$ cat config.mk
export PLATFORM = sky130hd
export DESIGN_NAME = chroni_vram_arbiter
export DESIGN_NICKNAME = d
export VERILOG_FILES = /design/src/rtl/chroni_vram_arbiter_pkg.sv /design/src/rtl/chroni_vram_arbiter.sv
export SDC_FILE = /design/constraint.sdc
export NUM_CORES = 1
export LEC_CHECK = 0
export BUFFER_PORTS_ARGS = -buffer_cell sky130_fd_sc_hd__buf_2
export CAP_MARGIN = 20
export CORE_MARGIN = 3
export CORE_UTILIZATION = 40
export CTS_CLUSTER_DIAMETER = 80
export DETAILED_ROUTE_END_ITERATION = 8
export PLACE_DENSITY_LB_ADDON = 0.1
export SYNTH_ARGS = -nofsm -noshare
export SYNTH_HDL_FRONTEND = slang
export SYNTH_SLANG_ARGS = --single-unit
$ cat constraint.sdc
create_clock -name sys_clk -period 2.7 [get_ports sys_clk]
set_input_delay 0.135 -clock sys_clk [delete_from_list [all_inputs] [get_ports sys_clk]]
set_output_delay 0.135 -clock sys_clk [all_outputs]
set_load 0.01 [all_outputs]
$ cat src/rtl/chroni_vram_arbiter_pkg.sv
// Shared constants for the chroni VRAM port: FSM encodings, address width, VRAM size.
package chroni_vram_arbiter_pkg;

  localparam int VRAM_ADDR_W = 13;
  localparam int VRAM_BYTES  = 8192;

  typedef logic [2:0] state_t;

  localparam state_t ST_IDLE   = 3'd0;
  localparam state_t ST_V_ADDR = 3'd1;
  localparam state_t ST_V_WAIT = 3'd2;
  localparam state_t ST_V_ACK  = 3'd3;
  localparam state_t ST_C_ADDR = 3'd4;
  localparam state_t ST_C_WAIT = 3'd5;
  localparam state_t ST_C_ACK  = 3'd6;

endpackage

$ cat src/rtl/chroni_vram_arbiter.sv
// Single synchronous VRAM port shared between chroni video reads and CPU accesses.
// Video wins ties; vid_dma_req blocks new CPU acceptance and drives cpu_halt.
module chroni_vram_arbiter
  import chroni_vram_arbiter_pkg::*;
#(
  parameter int ADDR_W      = VRAM_ADDR_W,
  parameter int MEM_LATENCY = 2
) (
  input  logic              sys_clk,
  input  logic              reset_n,
  input  logic              vid_rd_req,
  input  logic [ADDR_W-1:0] vid_addr,
  output logic              vid_rd_ack,
  output logic [7:0]        vid_data,
  input  logic              vid_dma_req,
  input  logic              cpu_req,
  input  logic              cpu_we,
  input  logic [ADDR_W-1:0] cpu_addr,
  input  logic [7:0]        cpu_wdata,
  output logic [7:0]        cpu_rdata,
  output logic              cpu_ack,
  output logic              cpu_halt,
  output logic [ADDR_W-1:0] mem_addr,
  output logic [7:0]        mem_wdata,
  output logic              mem_we,
  input  logic [7:0]        mem_rdata
);

  localparam logic [2:0] LAT_LOAD = 3'(MEM_LATENCY - 1);

  state_t            state_r;
  state_t            state_nxt_s;
  logic [2:0]        lat_cnt_r;
  logic              lat_done_s;
  logic              cpu_we_r;
  logic              cpu_ack_r;
  logic              cpu_halt_r;
  logic              mem_we_r;
  logic [ADDR_W-1:0] mem_addr_r;
  logic [7:0]        mem_wdata_r;
  logic [7:0]        vid_data_r;
  logic [7:0]        cpu_rdata_r;

  assign lat_done_s = (lat_cnt_r == 3'd0);

  // Next-state selection; acceptance only happens from IDLE, so an ack cycle never re-accepts.
  always_comb begin
    state_nxt_s = state_r;
    case (state_r)
      ST_IDLE: begin
        if (vid_rd_req) begin
          state_nxt_s = ST_V_ADDR;
        end else if (cpu_req && !vid_dma_req) begin
          state_nxt_s = ST_C_ADDR;
        end else begin
          state_nxt_s = ST_IDLE;
        end
      end
      ST_V_ADDR: state_nxt_s = ST_V_WAIT;
      ST_V_WAIT: begin
        if (lat_done_s) begin
          state_nxt_s = ST_V_ACK;
        end else begin
          state_nxt_s = ST_V_WAIT;
        end
      end
      ST_V_ACK:  state_nxt_s = ST_IDLE;
      ST_C_ADDR: begin
        if (cpu_we_r) begin
          state_nxt_s = ST_C_ACK;
        end else begin
          state_nxt_s = ST_C_WAIT;
        end
      end
      ST_C_WAIT: begin
        if (lat_done_s) begin
          state_nxt_s = ST_C_ACK;
        end else begin
          state_nxt_s = ST_C_WAIT;
        end
      end
      ST_C_ACK:  state_nxt_s = ST_IDLE;
      default:   state_nxt_s = ST_IDLE;
    endcase
  end

  // State, latency counter, latched request and captured read data.
  always_ff @(posedge sys_clk) begin
    if (!reset_n) begin
      state_r     <= ST_IDLE;
      lat_cnt_r   <= 3'd0;
      cpu_we_r    <= 1'b0;
      cpu_ack_r   <= 1'b0;
      cpu_halt_r  <= 1'b0;
      mem_we_r    <= 1'b0;
      mem_addr_r  <= '0;
      mem_wdata_r <= 8'h00;
      vid_data_r  <= 8'h00;
      cpu_rdata_r <= 8'h00;
    end else begin
      state_r    <= state_nxt_s;
      cpu_halt_r <= vid_dma_req;
      cpu_ack_r  <= (state_nxt_s == ST_C_ACK);
      mem_we_r   <= 1'b0;
      case (state_r)
        ST_IDLE: begin
          if (vid_rd_req) begin
            mem_addr_r <= vid_addr;
          end else if (cpu_req && !vid_dma_req) begin
            mem_addr_r  <= cpu_addr;
            mem_wdata_r <= cpu_wdata;
            cpu_we_r    <= cpu_we;
            mem_we_r    <= cpu_we;
          end
        end
        ST_V_ADDR, ST_C_ADDR: lat_cnt_r <= LAT_LOAD;
        ST_V_WAIT: begin
          if (lat_done_s) begin
            vid_data_r <= mem_rdata;
          end else begin
            lat_cnt_r <= lat_cnt_r - 3'd1;
          end
        end
        ST_C_WAIT: begin
          if (lat_done_s) begin
            cpu_rdata_r <= mem_rdata;
          end else begin
            lat_cnt_r <= lat_cnt_r - 3'd1;
          end
        end
        default: ;
      endcase
    end
  end

  // The video ack is gated by the live request so a dropped request aborts silently.
  assign vid_rd_ack = (state_r == ST_V_ACK) && vid_rd_req;
  assign vid_data   = vid_data_r;
  assign cpu_rdata  = cpu_rdata_r;
  assign cpu_ack    = cpu_ack_r;
  assign cpu_halt   = cpu_halt_r;
  assign mem_addr   = mem_addr_r;
  assign mem_wdata  = mem_wdata_r;
  assign mem_we     = mem_we_r;

endmodule
-- After elaboration in Yosys (flattened, before gate mapping)
Cells that the tools add are included.
- flip-flop bits (word level): 47
- latch bits: 0
- bits in writable memories: 0
- memory bits (read-only): 0
- input port bits: 48
- logic and storage cells: 47
- memories kept: 0
- $add $sub $neg: 1
- $mul: 0
- div/mod/pow operators: 0
- magnitude comparators: 0
- eq/ne operators: 7
- shift-type cells: 0
- mux-type cells: 10
- bitwise gates (word level): 4
- reductions and logical operators: 15
- operator list (kind ; count):
    $mux 13 ; 2
    $pmux 3 s5 ; 1
    $eq 3x3->1 const B ; 3
    $mux 3 ; 3
    $reduce_and 2->1 ; 4
    $eq 3x2->1 const B ; 2
    $logic_not 3->1 ; 2
    $pmux 3 s2 ; 1
    $mux 2 ; 2
    $not 1->1 ; 4
    $reduce_bool 2->1 ; 2
    $reduce_or 2->1 ; 2
    $reduce_or 4->1 ; 1
    $eq 3x1->1 const B ; 1
    $reduce_and 3->1 ; 1
    $sub 3x1->3 const B ; 1
    $logic_and 1x1->1 ; 2
    $ne 2x2->1 const B ; 1
    $logic_not 1->1 ; 1
    $mux 1 ; 1

-- Logic depth before layout (Yosys ltp)
Gate-level depths: netlist (run 1).
- depth in word-level cells: 6
- depth in mapped cells: 6
- gate-level depth less buffers: 6

-- Least setup slack after synthesis (run 1)
No wires, ideal clock.
- path type: register -> register
- start: reg lat_cnt_r[0]
- end: reg vid_data_r[0], in the netlist vid_data[0]
- arrival time: 1.338 ns
- slack: 1.246 ns
- stages on the path, launching flop included: 7
- path buffers: 0
- period minus slack after synthesis: 1.454 ns
- path through: dfxtp_1 > inv_1 > ha_1 > nor2b_1 > nand2_1 > mux2i_1 > nor2b_1
- longest elaborated chain between the ends: 2
- RTL lines (what ; RTL line ; text):
    start: declaration ; chroni_vram_arbiter.sv:33 ; logic [2:0] lat_cnt_r;
    start signal: assignment ; chroni_vram_arbiter.sv:121 ; lat_cnt_r <= lat_cnt_r - 3'd1;
    start signal: assignment ; chroni_vram_arbiter.sv:128 ; lat_cnt_r <= lat_cnt_r - 3'd1;
    $logic_not 3->1 ; chroni_vram_arbiter.sv:44 ; assign lat_done_s = (lat_cnt_r == 3'd0);
    $reduce_and 2->1 (no line) ; n/a ;
    end signal: assignment ; chroni_vram_arbiter.sv:119 ; vid_data_r <= mem_rdata;
    end: declaration ; chroni_vram_arbiter.sv:41 ; logic [7:0] vid_data_r;
Every way passes these cells.
A chain may end at the register's enable or synchronous reset.

-- Worst setup path in the final report (run 1)
- start: reg state_r[1]
- end: reg mem_wdata_r[3], in the netlist mem_wdata[3]
- longest elaborated chain between the ends: 2
- RTL lines (what ; RTL line ; text):
    start: declaration ; chroni_vram_arbiter.sv:31 ; state_t state_r;
    start signal: assignment ; chroni_vram_arbiter.sv:101 ; state_r <= state_nxt_s;
    $logic_not 3->1 ; chroni_vram_arbiter.sv:105 ; case (state_r)
    $reduce_and 3->1 (no line) ; n/a ;
    end signal: assignment ; chroni_vram_arbiter.sv:111 ; mem_wdata_r <= cpu_wdata;
    end: declaration ; chroni_vram_arbiter.sv:40 ; logic [7:0] mem_wdata_r;
Every way passes these cells.

==> results of run 1 <==
-- layout make-up --
type	instances	area, um2	area share [%]
multi-input cells	140	1060	40.2
flip-flops and latches	47	941	35.5
repair buffers	89	448	16.9
clock buffers	7	86.3	3.26
well taps	67	83.8	3.17
inverters	4	15.0	0.567
clock inverters	1	8.76	0.331
-- cell usage after synthesis (2+ instances only) --
cell,instances
dfxtp_1,47
mux2i_1,38
nor2b_1,30
nand2_1,17
o211a_1,14
buf_2,8
nor2_1,6
clkbuf_1,5
inv_1,4
o21ai_0,4
a21oi_1,3
nand2b_1,3
a2bb2oi_1,2
and3b_1,2
ha_1,2
o211ai_1,2
-- metrics by stage --
| stage | util, % | power [mW] | std cells | worst slack, ns |
|---|---|---|---|---|
| CTS | 54.3 | 2.06 | 355 | 0.851 |
| global route | 54.3 | 2.17 | 355 | 0.650 |
| global placement | 52.3 | 1.61 | 347 | 0.943 |
| floorplan | - | 1.40 | 205 | 1.25 |
| finish | 54.3 | 2.02 | 355 | 0.911 |
| detailed placement | 52.3 | 1.61 | 347 | 0.846 |
-- metal layers --
metal / vias to the layer above / GRT usage [%]
li1: 866 / -
met3: 5 / 4.93
met5: - / 0
met2: 50 / 22.8
met1: 733 / 18.5
met4: 0 / 4.72
-- final timing paths --
check | to | cells after the start
min reg2reg | lat_cnt_r[1] | 1
max | mem_wdata[3] | 4
max reg2reg | mem_wdata[3] | 4
min | mem_we | 3
-- worst reg2reg max path, delay by kind of cell (launching register included) --
kind | cells | cell delay, ns
multiplexers | 1 | 0.31
flip-flops | 1 | 0.46
AND/OR/NAND/NOR | 3 | 0.93
-- report_power, final --
part	switching, mW	internal (mW)	total [mW]
Combinational	0.340	0.316	0.656
Clock	0.222	0.210	0.432
Sequential	0.107	0.824	0.931
-- flip-flops by register name (all words and copies together), names as in the netlist --
register / count
mem_addr: 13
mem_we: 1
lat_cnt_r: 3
cpu_rdata: 8
state_r: 3
cpu_halt: 1
cpu_we_r: 1
cpu_ack: 1
vid_data: 8
mem_wdata: 8
-- cell usage in the layout, fill, tap and decap left out, types with 3 or more instances in the layout --
cell      synthesis  layout
nand2_1          17      17
dfxtp_1          47      47
inv_1             4       4
a21oi_1           3       3
nand2b_1          3       3
o21ai_0           4       4
clkbuf_8          0       6
nor2_1            6       6
mux2i_1          38      38
o211a_1          14      14
nor2b_1          30      30
buf_2             8      88
-- logic make-up after synthesis --
group	share of synthesized area (%)
and+or+nand+nor	18.5
muxes	18.2
buffers and inverters	3.90
adders and majority gates	1.20
AOI/OAI and AO/OA	12.2
DFF	45.1
xor gates and xnor gates	0.839
==> qor.csv, run 1 <==
stage;metric;value;unit
status;status;finished clean;
setup_path;r2r_slack;0.91;ns
setup_path;cp-start-kind;register;
synthesis;yosys_warnings;0;
synthesis;synth_flop_cell;dfxtp_1;
clock_network;clk_pin_slew_worst_paths;0.08;ns
final_layout;area_growth;26.9;%
clock_network;cts_buffers;5;
setup_path;crit_buf_inv;0;
clock_network;clockBufferDepth;2;
sta;tns;0;ns
setup_path;critical_path_class;register to register;
sta;skew;0.00526;ns
die;rows;25;
job;maxCapViolations;0;
sta;rsz0062_at_grt;false;
synthesis;netlist.area_leader.share;45.1;%
clock_network;cts_num_sinks;47;
final_layout;diodes;0;
global_routing;grt_max_degree;46;
global_routing;antenna_found_initial;0;
route;wl_met1;1920;um
sta;final-hold-violation-count;0;
placed_design;placed_area;2550;um2
route;ant_nets;0;
synthesis;synth_edf_count;0;
placed_design;gp_congestion;0.709;
synthesis;synth.area.top_cells;dfxtp_1, mux2i_1, nor2b_1;
placed_design;hpwlAfterDp;3080;um
clock_network;h-tree-depth;2;
sta;worst_pin_slew;0.667;ns
setup_path;slowest_delay;0.49;ns
synthesis;synth.largest_area_cell;dfxtp_1;
min_path;min_from;cpu_we;
power;irDropWorstVdd;0.410;mV
sta;setup_violations;0;
die;fp.dieH;78.2;um
setup_path;reg2reg_from;state_r[1];
route;post_drt_via_cell_ratio;4.66;
global_routing;grt_first_pass_wirelength;7180;um
synthesis;synth_seq_cells;47;
sta;post-route-period-util;66.3;%
setup_path;slowest_stage;nand3b_1;
power;power_density;763;nW/um2
final_layout;final_area;2650;um2
route;maxUsedRoutingLayer;met4;
synthesis;syn-cell-area;2090;um2
clock_network;ctsResizeCount;0;
synthesis;synth_nets;255;
setup_path;path_delay_family;simple AND/OR/NAND/NOR gates;
final_layout;fillCellCount;470;
global_routing;grt_pass1_vias;1593;
die;coreArea;4880;um2
synthesis;async_flop_share;0;%
route;drtIter0Drc;30;
setup_path;crit_chain;nor3_1 -> nand3b_1 -> mux2i_1 -> nor2b_1;
synthesis;synth_seq_area_share;45.1;%
route;met2_length;1940;um
placed_design;io_buffers;88;
setup_path;worstSetupStartpoint;state_r[1];
clock_network;postCtsHoldBufs;0;
route;dr_wl_met3;328;um
die;boundaryPins;89;
sta;max_freq;559;MHz
clock_network;cts_tree;yes;
sta;whs;0.0591;ns
route;wl_per_cell;11.9;um
sta;min_period;1.79;ns
global_routing;grt_usage;14.4;%
setup_path;worstPathRequired;2.89;ns
setup_path;critPathMaxFanout;14;
sta;relSlewSlack;55.5;%
die;start_util;42.8;%
route;drcViolationCount;0;
final_layout;fin_nets;337;
setup_path;setup.worst_path.end_class;register;
sta;drv_slew;0;
synthesis;syn_inst;205;
route;drt_wl_total;4220;um
route;drtPass1Iterations;4;
die;dieWidth;78.2;um
synthesis;synth_cell_types;34;
clock_network;post_cts_buffers;0;
power;power.leakage;1.44;nW
setup_path;crit_arrival;1.98;ns
die;dieArea;6120;um2
final_layout;drive_gt1_share;34.4;%
route;vias;1654;
global_routing;overflow;0;
clock_network;clock_insertion_delay_worst_skew;0.29;ns
synthesis;syn_area_per_cell;10.2;um2
clock_network;ctsRootBufferMaster;clkbuf_8;
min_path;hold_path_class;input port to register;
Note: power is estimated with default switching activity, not from simulation.
==> run 2: changes to the inputs <==
--- a/config.mk
+++ b/config.mk
@@ -5,6 +5,7 @@
 export SDC_FILE = /design/constraint.sdc
 export NUM_CORES = 1
 export LEC_CHECK = 0
+export ABC_AREA = 1
 export BUFFER_PORTS_ARGS = -buffer_cell sky130_fd_sc_hd__buf_2
 export CAP_MARGIN = 20
 export CORE_MARGIN = 3
==> constraint.sdc (replaced) <==
create_clock -name sys_clk -period 1.5 [get_ports sys_clk]
set_input_delay 0.075 -clock sys_clk [delete_from_list [all_inputs] [get_ports sys_clk]]
set_output_delay 0.075 -clock sys_clk [all_outputs]
set_load 0.01 [all_outputs]
==> run 2 against run 1 <==
  * Sequential share of layout area increased by 0.39 points
  * Register-to-register slack got worse by 0.78 ns
  * Clock skew increased by 0.0040 ns
  * Global-route usage increased by 3.3 points
  * Die area decreased by 4.8%
  * Utilization increased by 3.1 points
  * Routed wire length increased by 19%
==> qor.csv, run 2 <==
stage;metric;value;unit;change
sta;relSlewSlack;67.8;%;+12 points
setup_path;reg2regPathDepth;9;;+5
final_layout;register_area;941;um2;unchanged
setup_path;worstPathRequired;1.42;ns;-1.47 ns
setup_path;worstSetupStartpoint;state_r[1];;
final_layout;area_growth;32.3;%;
clock_network;clk_pin_slew_worst_paths;0.09;ns;about the same
clock_network;h-tree-depth;2;;unchanged
sta;min_period;1.41;ns;
power;irDropWorstVdd;0.610;mV;+49%
placed_design;io_buffers;88;;unchanged
synthesis;synth_seq_cells;47;;unchanged
setup_path;reg2reg_from;lat_cnt_r[0];;
synthesis;yosysMostFrequentCell;nor2_1;;
global_routing;grtUsageMet2;28.7;%;+6.0 points
synthesis;synth_seq_area_share;47.5;%;+2.5 points
final_layout;diodes;0;;unchanged
synthesis;syn_inst;270;;+32%
power;power.leakage;1.34;nW;-6.6%
clock_network;cts_num_sinks;47;;unchanged
die;boundaryPins;89;;unchanged
placed_design;placed_area;2470;um2;-3.3%
global_routing;grt_max_degree;34;;-26%
power;power;3.15;mW;+56%
route;post_drt_via_cell_ratio;4.63;;-0.71%
sta;skew;0.00926;ns;+0.00400 ns
min_path;whs_endpoint;cpu_rdata[0];;
synthesis;synth_top_cells_by_count;nor2_1, nand2_1, dfxtp_1;;
clock_network;cts_buffers;5;;unchanged
clock_network;clock_insertion_delay_worst_skew;0.30;ns;about the same
final_layout;largest_reg_flops;13;;unchanged
die;dieArea;5830;um2;-4.8%
setup_path;cp-start-kind;register;;
setup_path;path_delay_family;flip-flops;;
sta;whs;0.0105;ns;-0.0486 ns
global_routing;grtUsageMet1;22.9;%;+4.4 points
global_routing;antenna_found_initial;0;;unchanged
setup_path;critical_path_class;register to primary output;;
sta;post-route-period-util;94.1;%;
global_routing;grt_first_pass_wirelength;8700;um;+21%
route;drtIter0Drc;51;;+70%
min_path;hold_path_class;input port to register;;
synthesis;synth_flop_cell;dfxtp_1;;
job;maxCapViolations;0;;unchanged
synthesis;syn-cell-area;1980;um2;-5.2%
final_layout;fin_nets;413;;+23%
status;status;finished clean;;
route;wl_per_cell;11.8;um;-1.1%
die;rows;24;;-4.0%
synthesis;syn_area_per_cell;7.33;um2;-28%
sta;max_freq;708;MHz;
final_layout;layout_commonest_cell;buf_2;;
clock_network;cts_tree;yes;;
setup_path;crit_buf_inv;2;;+2
clock_network;clockBufferDepth;2;;unchanged
die;dieWidth;76.3;um;-2.4%
global_routing;grt-busiest-layer;met2;;
placed_design;gp_congestion;0.804;;+13%
sta;worst_pin_slew;0.482;ns;-0.186 ns
route;drt_wl_total;5030;um;+19%
global_routing;grt_pass1_vias;1911;;+20%
global_routing;overflow;0;;unchanged
final_layout;final_cell_mix;buf_2, nor2_1, nand2_1;;
die;start_util;43.4;%;+0.60 points
synthesis;netlist.area_leader.share;47.5;%;+2.5 points
route;drcViolationCount;0;;unchanged
synthesis;async_flop_share;0;%;unchanged
synthesis;synth.largest_area_cell;dfxtp_1;;
sta;post-route-worst-setup-slack;0.0878;ns;-0.823 ns
sta;drv_slew;0;;unchanged
sta;setup_violations;0;;unchanged
final_layout;multiInputGateArea;928;um2;-13%
setup_path;r2r-end;state_r[1];;
sta;final-hold-violation-count;0;;unchanged
global_routing;grt_usage;17.7;%;+3.3 points
route;ant_nets;0;;unchanged
min_path;hold_path_depth;3;;unchanged
synthesis;yosys_warnings;0;;unchanged
route;vias;1980;;+20%
die;fp.dieH;76.3;um;-2.4%
route;drtPass1Iterations;4;;unchanged
setup_path;slowest_stage;dfxtp_1;;
die;coreArea;4560;um2;-6.5%
setup_path;setup.worst_path.end_class;primary output;;
global_routing;use_met3;4.26;%;-0.68 points
setup_path;r2r_slack;0.13;ns;-0.78 ns
final_layout;final_area;2620;um2;-1.1%
setup_path;crit_chain;inv_2 -> nor4_1 -> buf_2;;
synthesis;synth_nets;320;;+25%
final_layout;fillCellCount;488;;+3.8%
synthesis;synth.area.top_cells;dfxtp_1, nor2_1, nand2_1;;
setup_path;critPathMaxFanout;5;;-9
setup_path;slowest_delay;0.45;ns;-0.04 ns
synthesis;synth_cell_types;28;;-18%
setup_path;crit_arrival;1.34;ns;-0.64 ns
clock_network;ctsRootBufferMaster;clkbuf_8;;
synthesis;synth_edf_count;0;;unchanged
final_layout;drive_gt1_share;33.1;%;-1.3 points
min_path;min_from;mem_rdata[0];;
placed_design;hpwlAfterDp;3570;um;+16%
placed_design;pre_cts_ws;0.0383;ns;-0.807 ns
power;power_density;1200;nW/um2;+58%
run 2: worst max path at each step:
stage / endpoint / slack, ns / depth (start not counted)
after floorplan: cpu_rdata[0] / 0.21 / 9
after global placement: vid_data[2] / 0.05 / 8
after detailed placement: vid_data[1] / 0.04 / 7
after CTS: vid_data[2] / 0.02 / 8
after global routing: state_r[1] / -0.002 / 9
final: vid_rd_ack / 0.09 / 3
run 2: cell families (layout without fill, tap and decap cells):
family / count (synthesis) / after routing / share of synthesized area, %
DFF: 47 / 47 / 47.5
xor gates and xnor gates: 1 / 1 / 0.443
and+or+nand+nor: 149 / 149 / 32.6
AOI/OAI and AO/OA: 46 / 46 / 11.9
adders and majority gates: 2 / 2 / 1.26
buffers and inverters: 25 / 118 / 6.32
run 2: layer usage:
metal | vias up | wire [um]
met5 | - | 0
met4 | 0 | 70
met3 | 7 | 371
met2 | 69 | 2220
met1 | 859 | 2370
li1 | 1045 | -
run 2: timing repair:
action / CTS / global route
endpoints found under the hold margin: 1 / 0
setup endpoints to repair: 0 / 19
hold buffers: 1 / 0
resized for setup: 0 / 5
setup buffers: 0 / 3
run 2: layout make-up:
cell class / count / share of cell area (%)
clock buffers: 6 / 2.77
clock inverters: 1 / 1.15
inverters: 16 / 2.68
multi-input cells: 198 / 35.5
flip-flops and latches: 47 / 35.9
well taps: 65 / 3.11
repair buffers: 95 / 18.9
run 2: worst reg2reg max path, cell delays in order, from the launching register on:
cell     delay [ns]
dfxtp_1        0.32
inv_1          0.09
ha_1           0.16
inv_1          0.06
nor2_4         0.13
inv_2          0.10
nor2_8         0.15
buf_4          0.16
nor2_1         0.04
a21oi_1        0.10
run 2: power by group:
group | internal [mW] | switching (mW) | total (mW)
clock network | 0.489 | 0.398 | 0.887
logic | 0.304 | 0.498 | 0.802
registers | 1.38 | 0.0798 | 1.46
total | 2.17 | 0.976 | 3.15
run 2: through the flow:
step / TNS, ns / std cells / utilization (%)
after detailed placement: 0 / 417 / 54.1
after floorplan: 0 / 270 / -
after global placement: 0 / 417 / 54.1
final: 0 / 428 / 57.4
after global routing: -0.00217 / 428 / 57.4
after CTS: 0 / 425 / 56.6
